[config.mk]
export PLATFORM = sky130hd
export DESIGN_NAME = ball_motion_sched_flat
export DESIGN_NICKNAME = d
export VERILOG_FILES = /design/src/rtl/ball_motion_sched_if.sv /design/src/rtl/ball_motion_sched.sv /design/src/flat_wrapper.sv
export SDC_FILE = /design/constraint.sdc
export NUM_CORES = 1
export LEC_CHECK = 0
export CAP_MARGIN = 20
export CORE_ASPECT_RATIO = 1.25
export CORE_UTILIZATION = 47
export CTS_BUF_LIST = sky130_fd_sc_hd__clkbuf_4 sky130_fd_sc_hd__clkbuf_8
export CTS_CLUSTER_DIAMETER = 150
export DETAILED_ROUTE_END_ITERATION = 16
export PLACE_DENSITY = 0.65
export SLEW_MARGIN = 20
export SYNTH_ARGS = -nofsm -noshare
export SYNTH_HDL_FRONTEND = slang
export SYNTH_SLANG_ARGS = --single-unit
[constraint.sdc]
create_clock -name clk_50mhz -period 4 [get_ports clk_50mhz]
set_input_delay 0.6 -clock clk_50mhz [delete_from_list [all_inputs] [get_ports clk_50mhz]]
set_output_delay 0.6 -clock clk_50mhz [all_outputs]
set_load 0.02 [all_outputs]
[src/rtl/ball_motion_sched_if.sv]
// Port bundle for ball_motion_sched: frame-sync inputs and the packed
// position buses plus status flags that the field lookups read.
// slave: the motion scheduler; master: whatever drives v_sync/enable.
interface ball_motion_sched_if #(
  parameter int unsigned NUM_BALLS = 2
);
  logic                      v_sync;
  logic                      enable;
  logic [10*NUM_BALLS-1:0]   ball_x;
  logic [10*NUM_BALLS-1:0]   ball_y;
  logic                      busy;
  logic                      frame_done;
  logic                      overrun;

  modport master (
    output v_sync,
    output enable,
    input  ball_x,
    input  ball_y,
    input  busy,
    input  frame_done,
    input  overrun
  );

  modport slave (
    input  v_sync,
    input  enable,
    output ball_x,
    output ball_y,
    output busy,
    output frame_done,
    output overrun
  );
endinterface

[src/rtl/ball_motion_sched.sv]
// Per-frame motion controller for the metaball renderer. Holds position and
// velocity of NUM_BALLS balls and walks one shared update datapath over them
// (FETCH -> CALC -> WRITE per ball, then DONE) once per v_sync falling edge.
// Optional build macro BALL_BOUNCE_EN: a rejected move on an axis negates that
// axis velocity instead of applying the +/-1 centring adjustment.
module ball_motion_sched #(
  parameter int unsigned NUM_BALLS     = 2,
  parameter int unsigned SCREEN_WIDTH  = 800,
  parameter int unsigned SCREEN_HEIGHT = 600,
  parameter int unsigned BALL_SIZE     = 128
) (
  input  logic                 clk_50mhz,
  input  logic                 reset_n,
  ball_motion_sched_if.slave   bus
);

  localparam logic [2:0] StIdle  = 3'd0;
  localparam logic [2:0] StFetch = 3'd1;
  localparam logic [2:0] StCalc  = 3'd2;
  localparam logic [2:0] StWrite = 3'd3;
  localparam logic [2:0] StDone  = 3'd4;

  localparam int unsigned SpanX = SCREEN_WIDTH - BALL_SIZE;
  localparam int unsigned SpanY = SCREEN_HEIGHT - BALL_SIZE;

  localparam logic [9:0] LimX    = 10'(SpanX);
  localparam logic [9:0] LimY    = 10'(SpanY);
  localparam logic [9:0] MidX    = 10'(SCREEN_WIDTH / 2);
  localparam logic [9:0] MidY    = 10'(SCREEN_HEIGHT / 2);
  localparam logic [2:0] LastIdx = 3'(NUM_BALLS - 1);

  // Evenly spaced start positions across the usable span.
  function automatic logic [9:0] init_pos(input int unsigned span, input int i);
    return 10'(span * (i + 1) / (NUM_BALLS + 1));
  endfunction

  // v_sync synchronizer and edge-detect history.
  logic sync1_q, sync1_d;
  logic sync2_q, sync2_d;
  logic sync_prev_q, sync_prev_d;
  logic frame_start;

  // Sequencer.
  logic [2:0] state_q, state_d;
  logic [2:0] idx_q, idx_d;
  logic       overrun_q, overrun_d;

  // Per-ball state.
  logic [9:0] pos_x_q [NUM_BALLS];
  logic [9:0] pos_x_d [NUM_BALLS];
  logic [9:0] pos_y_q [NUM_BALLS];
  logic [9:0] pos_y_d [NUM_BALLS];
  logic [9:0] vel_x_q [NUM_BALLS];
  logic [9:0] vel_x_d [NUM_BALLS];
  logic [9:0] vel_y_q [NUM_BALLS];
  logic [9:0] vel_y_d [NUM_BALLS];

  // Work registers loaded in FETCH, results captured in CALC.
  logic [9:0] cur_x_q, cur_x_d;
  logic [9:0] cur_y_q, cur_y_d;
  logic [9:0] cur_vx_q, cur_vx_d;
  logic [9:0] cur_vy_q, cur_vy_d;
  logic [9:0] new_x_q, new_x_d;
  logic [9:0] new_y_q, new_y_d;
  logic [9:0] new_vx_q, new_vx_d;
  logic [9:0] new_vy_q, new_vy_d;

  // Shared datapath signals.
  logic [9:0] step_x, step_y;
  logic [9:0] nx, ny;
  logic       ok_x, ok_y;
  logic [9:0] adj_x, adj_y;
  logic [9:0] calc_x, calc_y, calc_vx, calc_vy;

  assign frame_start = sync_prev_q & ~sync2_q;

  // Shared update datapath: one ball's next position/velocity from work regs.
  always_comb begin
    step_x = {{2{cur_vx_q[9]}}, cur_vx_q[9:2]};
    step_y = {{2{cur_vy_q[9]}}, cur_vy_q[9:2]};
    nx     = cur_x_q + step_x;
    ny     = cur_y_q + step_y;
    // Unsigned compare: a step below zero wraps high and is rejected here.
    ok_x   = (nx != 10'd0) && (nx < LimX);
    ok_y   = (ny != 10'd0) && (ny < LimY);
    calc_x = ok_x ? nx : cur_x_q;
    calc_y = ok_y ? ny : cur_y_q;
    adj_x  = (cur_x_q < MidX) ? 10'd1 : 10'h3ff;
    adj_y  = (cur_y_q < MidY) ? 10'd1 : 10'h3ff;
`ifdef BALL_BOUNCE_EN
    calc_vx = ok_x ? (cur_vx_q + adj_x) : (~cur_vx_q + 10'd1);
    calc_vy = ok_y ? (cur_vy_q + adj_y) : (~cur_vy_q + 10'd1);
`else
    calc_vx = cur_vx_q + adj_x;
    calc_vy = cur_vy_q + adj_y;
`endif
  end

  // Next-state: synchronizer, sequencer, work registers and ball storage.
  always_comb begin
    sync1_d     = bus.v_sync;
    sync2_d     = sync1_q;
    sync_prev_d = sync2_q;
    state_d     = state_q;
    idx_d       = idx_q;
    overrun_d   = overrun_q | (frame_start & (state_q != StIdle));
    pos_x_d     = pos_x_q;
    pos_y_d     = pos_y_q;
    vel_x_d     = vel_x_q;
    vel_y_d     = vel_y_q;
    cur_x_d     = cur_x_q;
    cur_y_d     = cur_y_q;
    cur_vx_d    = cur_vx_q;
    cur_vy_d    = cur_vy_q;
    new_x_d     = new_x_q;
    new_y_d     = new_y_q;
    new_vx_d    = new_vx_q;
    new_vy_d    = new_vy_q;

    case (state_q)
      StIdle: begin
        if (frame_start && bus.enable) begin
          state_d = StFetch;
          idx_d   = 3'd0;
        end
      end
      StFetch: begin
        for (int i = 0; i < NUM_BALLS; i++) begin
          if (idx_q == 3'(i)) begin
            cur_x_d  = pos_x_q[i];
            cur_y_d  = pos_y_q[i];
            cur_vx_d = vel_x_q[i];
            cur_vy_d = vel_y_q[i];
          end
        end
        state_d = StCalc;
      end
      StCalc: begin
        new_x_d  = calc_x;
        new_y_d  = calc_y;
        new_vx_d = calc_vx;
        new_vy_d = calc_vy;
        state_d  = StWrite;
      end
      StWrite: begin
        for (int i = 0; i < NUM_BALLS; i++) begin
          if (idx_q == 3'(i)) begin
            pos_x_d[i] = new_x_q;
            pos_y_d[i] = new_y_q;
            vel_x_d[i] = new_vx_q;
            vel_y_d[i] = new_vy_q;
          end
        end
        if (idx_q == LastIdx) begin
          state_d = StDone;
        end else begin
          idx_d   = idx_q + 3'd1;
          state_d = StFetch;
        end
      end
      StDone: begin
        state_d = StIdle;
      end
      default: begin
        state_d = StIdle;
      end
    endcase
  end

  // State registers; reset restores start positions immediately.
  always_ff @(posedge clk_50mhz or negedge reset_n) begin
    if (!reset_n) begin
      sync1_q     <= 1'b1;
      sync2_q     <= 1'b1;
      sync_prev_q <= 1'b1;
      state_q     <= StIdle;
      idx_q       <= 3'd0;
      overrun_q   <= 1'b0;
      cur_x_q     <= 10'd0;
      cur_y_q     <= 10'd0;
      cur_vx_q    <= 10'd0;
      cur_vy_q    <= 10'd0;
      new_x_q     <= 10'd0;
      new_y_q     <= 10'd0;
      new_vx_q    <= 10'd0;
      new_vy_q    <= 10'd0;
      for (int i = 0; i < NUM_BALLS; i++) begin
        pos_x_q[i] <= init_pos(SpanX, i);
        pos_y_q[i] <= init_pos(SpanY, i);
        vel_x_q[i] <= 10'd0;
        vel_y_q[i] <= 10'd0;
      end
    end else begin
      sync1_q     <= sync1_d;
      sync2_q     <= sync2_d;
      sync_prev_q <= sync_prev_d;
      state_q     <= state_d;
      idx_q       <= idx_d;
      overrun_q   <= overrun_d;
      cur_x_q     <= cur_x_d;
      cur_y_q     <= cur_y_d;
      cur_vx_q    <= cur_vx_d;
      cur_vy_q    <= cur_vy_d;
      new_x_q     <= new_x_d;
      new_y_q     <= new_y_d;
      new_vx_q    <= new_vx_d;
      new_vy_q    <= new_vy_d;
      pos_x_q     <= pos_x_d;
      pos_y_q     <= pos_y_d;
      vel_x_q     <= vel_x_d;
      vel_y_q     <= vel_y_d;
    end
  end

  // Outputs: packed position buses and status decoded from the sequencer.
  always_comb begin
    bus.ball_x = '0;
    bus.ball_y = '0;
    for (int i = 0; i < NUM_BALLS; i++) begin
      bus.ball_x[10*i +: 10] = pos_x_q[i];
      bus.ball_y[10*i +: 10] = pos_y_q[i];
    end
    bus.busy       = (state_q != StIdle);
    bus.frame_done = (state_q == StDone);
    bus.overrun    = overrun_q;
  end

endmodule

[src/flat_wrapper.sv]
// flat-port wrapper written by rule: the top's interface ports become plain ports
module ball_motion_sched_flat 
#(
  parameter int unsigned NUM_BALLS     = 2,
  parameter int unsigned SCREEN_WIDTH  = 800,
  parameter int unsigned SCREEN_HEIGHT = 600,
  parameter int unsigned BALL_SIZE     = 128
)
  (clk_50mhz, reset_n, bus_v_sync, bus_enable, bus_ball_x, bus_ball_y, bus_busy, bus_frame_done, bus_overrun);
  ball_motion_sched_if #(.NUM_BALLS(NUM_BALLS)) bus_i ();
  input  logic clk_50mhz;
  input  logic reset_n;
  input wire logic [$bits(bus_i.v_sync)-1:0] bus_v_sync;
  input wire logic [$bits(bus_i.enable)-1:0] bus_enable;
  output wire logic [$bits(bus_i.ball_x)-1:0] bus_ball_x;
  output wire logic [$bits(bus_i.ball_y)-1:0] bus_ball_y;
  output wire logic [$bits(bus_i.busy)-1:0] bus_busy;
  output wire logic [$bits(bus_i.frame_done)-1:0] bus_frame_done;
  output wire logic [$bits(bus_i.overrun)-1:0] bus_overrun;
  assign bus_i.v_sync = bus_v_sync;
  assign bus_i.enable = bus_enable;
  assign bus_ball_x = bus_i.ball_x;
  assign bus_ball_y = bus_i.ball_y;
  assign bus_busy = bus_i.busy;
  assign bus_frame_done = bus_i.frame_done;
  assign bus_overrun = bus_i.overrun;
  ball_motion_sched #(.NUM_BALLS(NUM_BALLS), .SCREEN_WIDTH(SCREEN_WIDTH), .SCREEN_HEIGHT(SCREEN_HEIGHT), .BALL_SIZE(BALL_SIZE)) u_core (.clk_50mhz(clk_50mhz), .reset_n(reset_n), .bus(bus_i));
endmodule
== Yosys cells after proc, flatten, opt, wreduce, memory -nomap -nowiden ==
Index checks and enable logic that the tools add are counted.

* Input bits: 4
* Output and inout bits: 43
* Word-level logic and storage cells: 74
* Memories kept: 0
* ROM bits: 0
* Bits in writable memories: 0
* Bits in latches: 0
* Register bits after elaboration: 170

* Divide/modulo/power cells: 0
* Reduce and logical (&&, ||, !) cells: 14
* Shift-type cells: 0
* Mux-type cells: 18
* Eq/ne operators: 7
* Order comparisons: 4
* $mul: 0
* Bitwise gates (word level): 4
* $add $sub $neg: 5

{| class="wikitable"
|+ Operator list
! kind !! number
|-
| $mux W10 || 12
|-
| $add A10 B10 Y10 || 4
|-
| $lt A10 B9 Y1 const B || 3
|-
| $reduce_bool A10 Y1 || 2
|-
| $mux W3 || 4
|-
| $pmux W3 S4 || 1
|-
| $lt A10 B10 Y1 const B || 1
|-
| $eq A3 B1 Y1 const B || 2
|-
| $eq A3 B2 Y1 const B || 2
|-
| $logic_not A3 Y1 || 2
|-
| $pmux W3 S2 || 1
|-
| $reduce_and A2 Y1 || 3
|-
| $reduce_bool A2 Y1 || 2
|-
| $add A3 B1 Y3 const B || 1
|-
| $eq A3 B3 Y1 const B || 1
|-
| $logic_and A1 B1 Y1 || 3
|-
| $reduce_and A3 Y1 || 1
|-
| $reduce_bool A3 Y1 || 1
|-
| $and A1 B1 Y1 || 2
|-
| $ne A2 B1 Y1 const B || 1
|-
| $ne A2 B2 Y1 const B || 1
|-
| $not A1 Y1 || 1
|-
| $or A1 B1 Y1 || 1
|}

== Longest topological paths before layout ==
* Depth in word-level cells: 5
* Mapped depth: 13
* Mapped depth without buffers: 13

== Worst setup path before layout ==
Ideal clock, no wire load.

* Path type: register -> register
* Start point: reg u_core.cur_y_q[3]
* End point: reg u_core.new_vy_q[8]
* Arrival time: 2826 ps
* Setup time: 146 ps
* Clock period less this slack: 2972 ps
* Path buffers: 0
* Slack: 1028 ps
* Cell stages (with the launch flop): 14
* Data required time: 3854 ps
* Path through: dfrtp_1 -> a21o_1 -> a211o_1 -> a21oi_1 -> inv_1 -> ha_1 -> nor2b_1 -> o21ai_0 -> a21boi_0 -> o21ai_0 -> a21boi_0 -> o21ai_0 -> mux2i_1 -> o311ai_0

* Longest elaborated chain between the ends: 3

{| class="wikitable"
|+ Ends and longest elaborated chain
! item !! line !! source
|-
| from (decl) || ball_motion_sched.sv:60 || <nowiki>logic [9:0] cur_y_q, cur_y_d;</nowiki>
|-
| from (signal assigned) || ball_motion_sched.sv:201 || <nowiki>cur_y_q <= cur_y_d;</nowiki>
|-
| $lt A10 B9 Y1 || ball_motion_sched.sv:89 || <nowiki>adj_y = (cur_y_q < MidY) ? 10'd1 : 10'h3ff;</nowiki>
|-
| $mux W10 || ball_motion_sched.sv:89 ||
|-
| $add A10 B10 Y10 || ball_motion_sched.sv:95 || <nowiki>calc_vy = cur_vy_q + adj_y;</nowiki>
|-
| to (signal assigned) || ball_motion_sched.sv:207 || <nowiki>new_vy_q <= new_vy_d;</nowiki>
|-
| to (decl) || ball_motion_sched.sv:66 || <nowiki>logic [9:0] new_vy_q, new_vy_d;</nowiki>
|}

No other way between the ends.
A chain may end at the register's enable or synchronous reset.

== Worst setup path in the final report ==
Ends and elaborated chain as after synthesis.

==> summary.txt <==
Pwr
  • Power density cells: 624 mW/mm2
  • Net Sw Frac: 37.8%
  • Switching pwr: 2.29 mW
  • Clock power share: 19.9%
  • Peak VDD IR: 0.000315 V
  • P_int: 3.76 mW
  • Combinational share of power: 38.6%
  • Seq pwr share: 41.5%
  • LEAKAGE: 4.44 nW

Clock network
  • TritonCTS Buffers: 17
  • Clk_lat worst skew: 0.45 ns
  • CTS tree: done
  • Hold_buf cts: 0
  • Longest Clk Path Bufs: 2
  • Post-CTS setup buffer count: 0
  • Clk slew on worst S/H paths: 0.09 ns
  • H-tree depth: 4
  • PostCTS Resize Cnt: 0
  • Clock Sinks: 170
  • Clock root cell: clkbuf_8

Route
  • DR WL/cell: 17.8 um
  • Antenna Violating Nets Remaining: 0
  • Routed WL: 18.6 mm
  • # DRC: 0
  • Drt first pass iters: 5
  • Vias/cell: 5.71
  • Drt first-iter violations: 391
  • Vias: 5972

Placed design
  • Post-DP HPWL: 12.4 mm
  • Placed instance count: 1014
  • Pre-CTS setup slack: 0.658 ns
  • Port bufs: 46
  • Routability congestion estimate: 0.872

Logic synthesis
  • Adder-Cell Fraction of Synth Area: 6.32%
  • Most used DFF post-synth: dfrtp_1
  • Avg Cell Area, Syn: 11.1 um2
  • Yosys warns: 0
  • Count of different cell masters after synthesis: 70
  • Post-synthesis net count: 817
  • Number of enable flip-flop cells after synthesis: 0
  • Flops & latches, synth: 170
  • Gate Count Post-Synth: 772
  • Post-synthesis sequential area ratio: 49.8%
  • Simple logic cell fraction of the synthesized area: 8.88%
  • Synth Area in Compound Gates: 14.1%
  • Synth async-reset ratio: 100%
  • Mapped Area: 0.00860 mm2
  • Post-synthesis xor/xnor area fraction: 2.62%
  • Main combinational cell family by area after synthesis: multiplexers
  • Multiplexer area fraction after synthesis: 15.7%

Worst setup path
  • Most frequent CP cell: o21ai_0
  • Slowest-stage cell, CP: dfrtp_1
  • Reg2reg start: u_core.cur_y_q[3]$_DFFE_PN0P_
  • Slowest Stage Delay on Critical Path: 0.42 ns
  • CP delay by family, top: compound AO/OA/AOI/OAI gates
  • Crit path kind: flop to flop
  • Worst-path maximum fanout: 8
  • Arrival time worst endpoint: 3.74 ns
  • Crit end category: flop
  • Startpoint types: flop
  • Req. time, crit path: 4.32 ns
  • Buf/Inv on CP: 1
  • Worst Setup SP: u_core.cur_y_q[3]$_DFFE_PN0P_
  • Cells along the critical path: a21o_1, a211o_1, a21oi_1, inv_1, ha_1, nor2b_1, o21ai_0, a21boi_0, o21ai_0, a21boi_0, o21ai_0, mux2i_1, o311ai_0

Global route
  • GRT overflow: 0
  • Tot GR Track Use: 21.5%
  • First-pass GRT wire length: 31.5 mm
  • Largest net degree at the start of global routing: 90
  • Initial antenna violation count: 0
  • Vias in the first global route: 6318

STA
  • Worst-margin pin slew: 0.944 ns
  • Worst rel slew slack: 37.1%
  • Max-slew violation count: 0
  • Setup ws final: 0.577 ns
  • Tcrit/Tclk final: 85.6%
  • RSZ-0062 raised after global routing: no
  • Final Skew: 0.0109 ns
  • Final-report setup violation count: 0
  • Fmax: 292 MHz
  • Post-route minimum period: 3.42 ns
  • Final Hold Viols: 0
  • Setup_tns: 0 ns

Cells and area
  • Share of layout cells above drive strength 1: 19.3%
  • Fin util: 54.7%
  • P&R area growth vs syn: 12.6%
  • # fillers: 1475
  • Ant. Diodes: 0
  • Nets: 854
  • Post-Layout Cell Count: 1046

Job
  • # Max-Cap Violations: 0

Status
  • Status: completed

Die
  • Initial Util: 48.6%
  • Die area: 0.0188 mm2
  • Core ar.: 0.0177 mm2
  • Die X: 123 um
  • # rows: 54
  • Die H: 153 um
  • Ports: 47

Min path
  • HP Class: input port to asynchronous set/reset pin
==> flip-flops by register name, summed over array words and instances (netlist names) <==
register	flops
u_core.cur_x_q	10
u_core.sync2_q	1
u_core.new_vx_q	10
u_core.cur_y_q	10
u_core.cur_vy_q	10
u_core.sync_prev_q	1
u_core.new_y_q	10
u_core.state_q	3
u_core.bus.ball_x	20
u_core.cur_vx_q	10
u_core.vel_y_q	20
u_core.sync1_q	1
u_core.idx_q	3
u_core.bus.ball_y	20
u_core.new_vy_q	10
u_core.bus.overrun	1
u_core.vel_x_q	20
u_core.new_x_q	10
==> synth_stat cells, drive strengths merged, types with 4 or more instances <==
cell	number	area, um2
a211o	5	43.8
a211oi	10	75.1
a21o	11	83.8
a21oi	26	149
a221oi	9	78.8
and3	6	42.5
buf	7	28.8
clkbuf	27	103
dfrtp	151	3780
dfstp	19	499
fa	4	80.1
ha	37	463
inv	23	86.3
mux2	80	901
mux2i	44	453
nand2	79	297
nand3	9	45.0
nor2	36	135
nor2b	4	25.0
nor3	14	70.1
o211ai	4	30.0
o21ai	79	395
o21bai	4	30.0
o311ai	4	42.6
or2	6	37.5
or3	5	31.3
xnor2	13	114
xor2	10	87.6
==> worst paths after layout <==
| kind | endpoint | slack [ns] | cells after the start |
|---|---|---|---|
| hold reg to reg | u_core.sync2_q$_DFF_PN1_ | 0.36 | 0 |
| setup reg to reg | u_core.new_vy_q[8]$_DFFE_PN0P_ | 0.58 | 13 |
| max in group asynchronous | u_core.bus.ball_y[2]$_DFFE_PN1P_ | 2.86 | 2 |
| hold / removal | u_core.new_x_q[0]$_DFFE_PN0P_ | 0.19 | 1 |
| min in group clk_50mhz | u_core.sync2_q$_DFF_PN1_ | 0.36 | 0 |
| setup / recovery | u_core.new_vy_q[8]$_DFFE_PN0P_ | 0.58 | 13 |
==> per-layer routing <==
| metal | wire [um] | vias to the layer above | track usage [%] |
|---|---|---|---|
| met5 | 0 | - | 0 |
| met3 | 431 | 24 | 3.73 |
| met1 | 8310 | 2992 | 27.6 |
| li1 | - | 2859 | - |
| met4 | 337 | 0 | 7.23 |
| met2 | 9490 | 97 | 36.5 |
==> layout make-up <==
cell class	count	area, um2	share of cell area (%)
sequential	170	4280	44.2
multi-input combinational	544	4110	42.4
clock inverter	8	85.1	0.878
tap	224	280	2.89
clock buffer	24	318	3.28
timing repair buffer	53	527	5.44
inverter	23	86.3	0.891
==> layout by cell type (no fill, tap or decap), types with 9 or more instances in the layout <==
cell type and count:
dfrtp_1 151, mux2_2 80, nand2_1 79, o21ai_0 78
clkdlybuf4s50_1 45, mux2i_1 43, ha_1 37, nor2_1 36
inv_1 23, a21oi_1 23, clkbuf_8 22, dfstp_2 19
nor3_1 14, xnor2_1 13, a21o_1 10, xor2_1 10
a211oi_1 10, a221oi_1 9
==> logic make-up after synthesis <==
kind of cell,count (synthesis)
adder cells (fa/ha/maj),41
AO/OA/AOI/OAI,184
flip-flops,170
buffers and inverters,58
XOR/XNOR,24
multiplexers,124
AND/OR/NAND/NOR,171
==> metrics by stage <==
step / power, mW / cell area [um2] / hold slack, ns
2_1_floorplan: 4.07 / 8600 / 0.304
3_3_place_gp: 4.80 / 9280 / 0.347
3_5_place_dp: 4.90 / 9280 / 0.354
4_1_cts: 6.11 / 9690 / 0.216
5_1_grt: 6.47 / 9690 / 0.247
6_report: 6.05 / 9690 / 0.193
==> power groups by stage <==
stage	logic [mW]	clock network [mW]	registers (mW)
global route	2.59	1.31	2.57
global placement	2.29	0	2.50
floorplan	1.48	0	2.59
detailed placement	2.35	0	2.54
CTS	2.36	1.24	2.51
finish	2.34	1.20	2.51
==> worst reg2reg max path: cells and delay by family (launching register included) <==
| family | cells | cell delay [ns] |
|---|---|---|
| AO/OA/AOI/OAI | 9 | 1.92 |
| flip-flops | 1 | 0.42 |
| adder cells (fa/ha/maj) | 1 | 0.37 |
| buffers and inverters | 1 | 0.25 |
| multiplexers | 1 | 0.20 |
| AND/OR/NAND/NOR | 1 | 0.14 |
(Power assumes the default switching activity.)
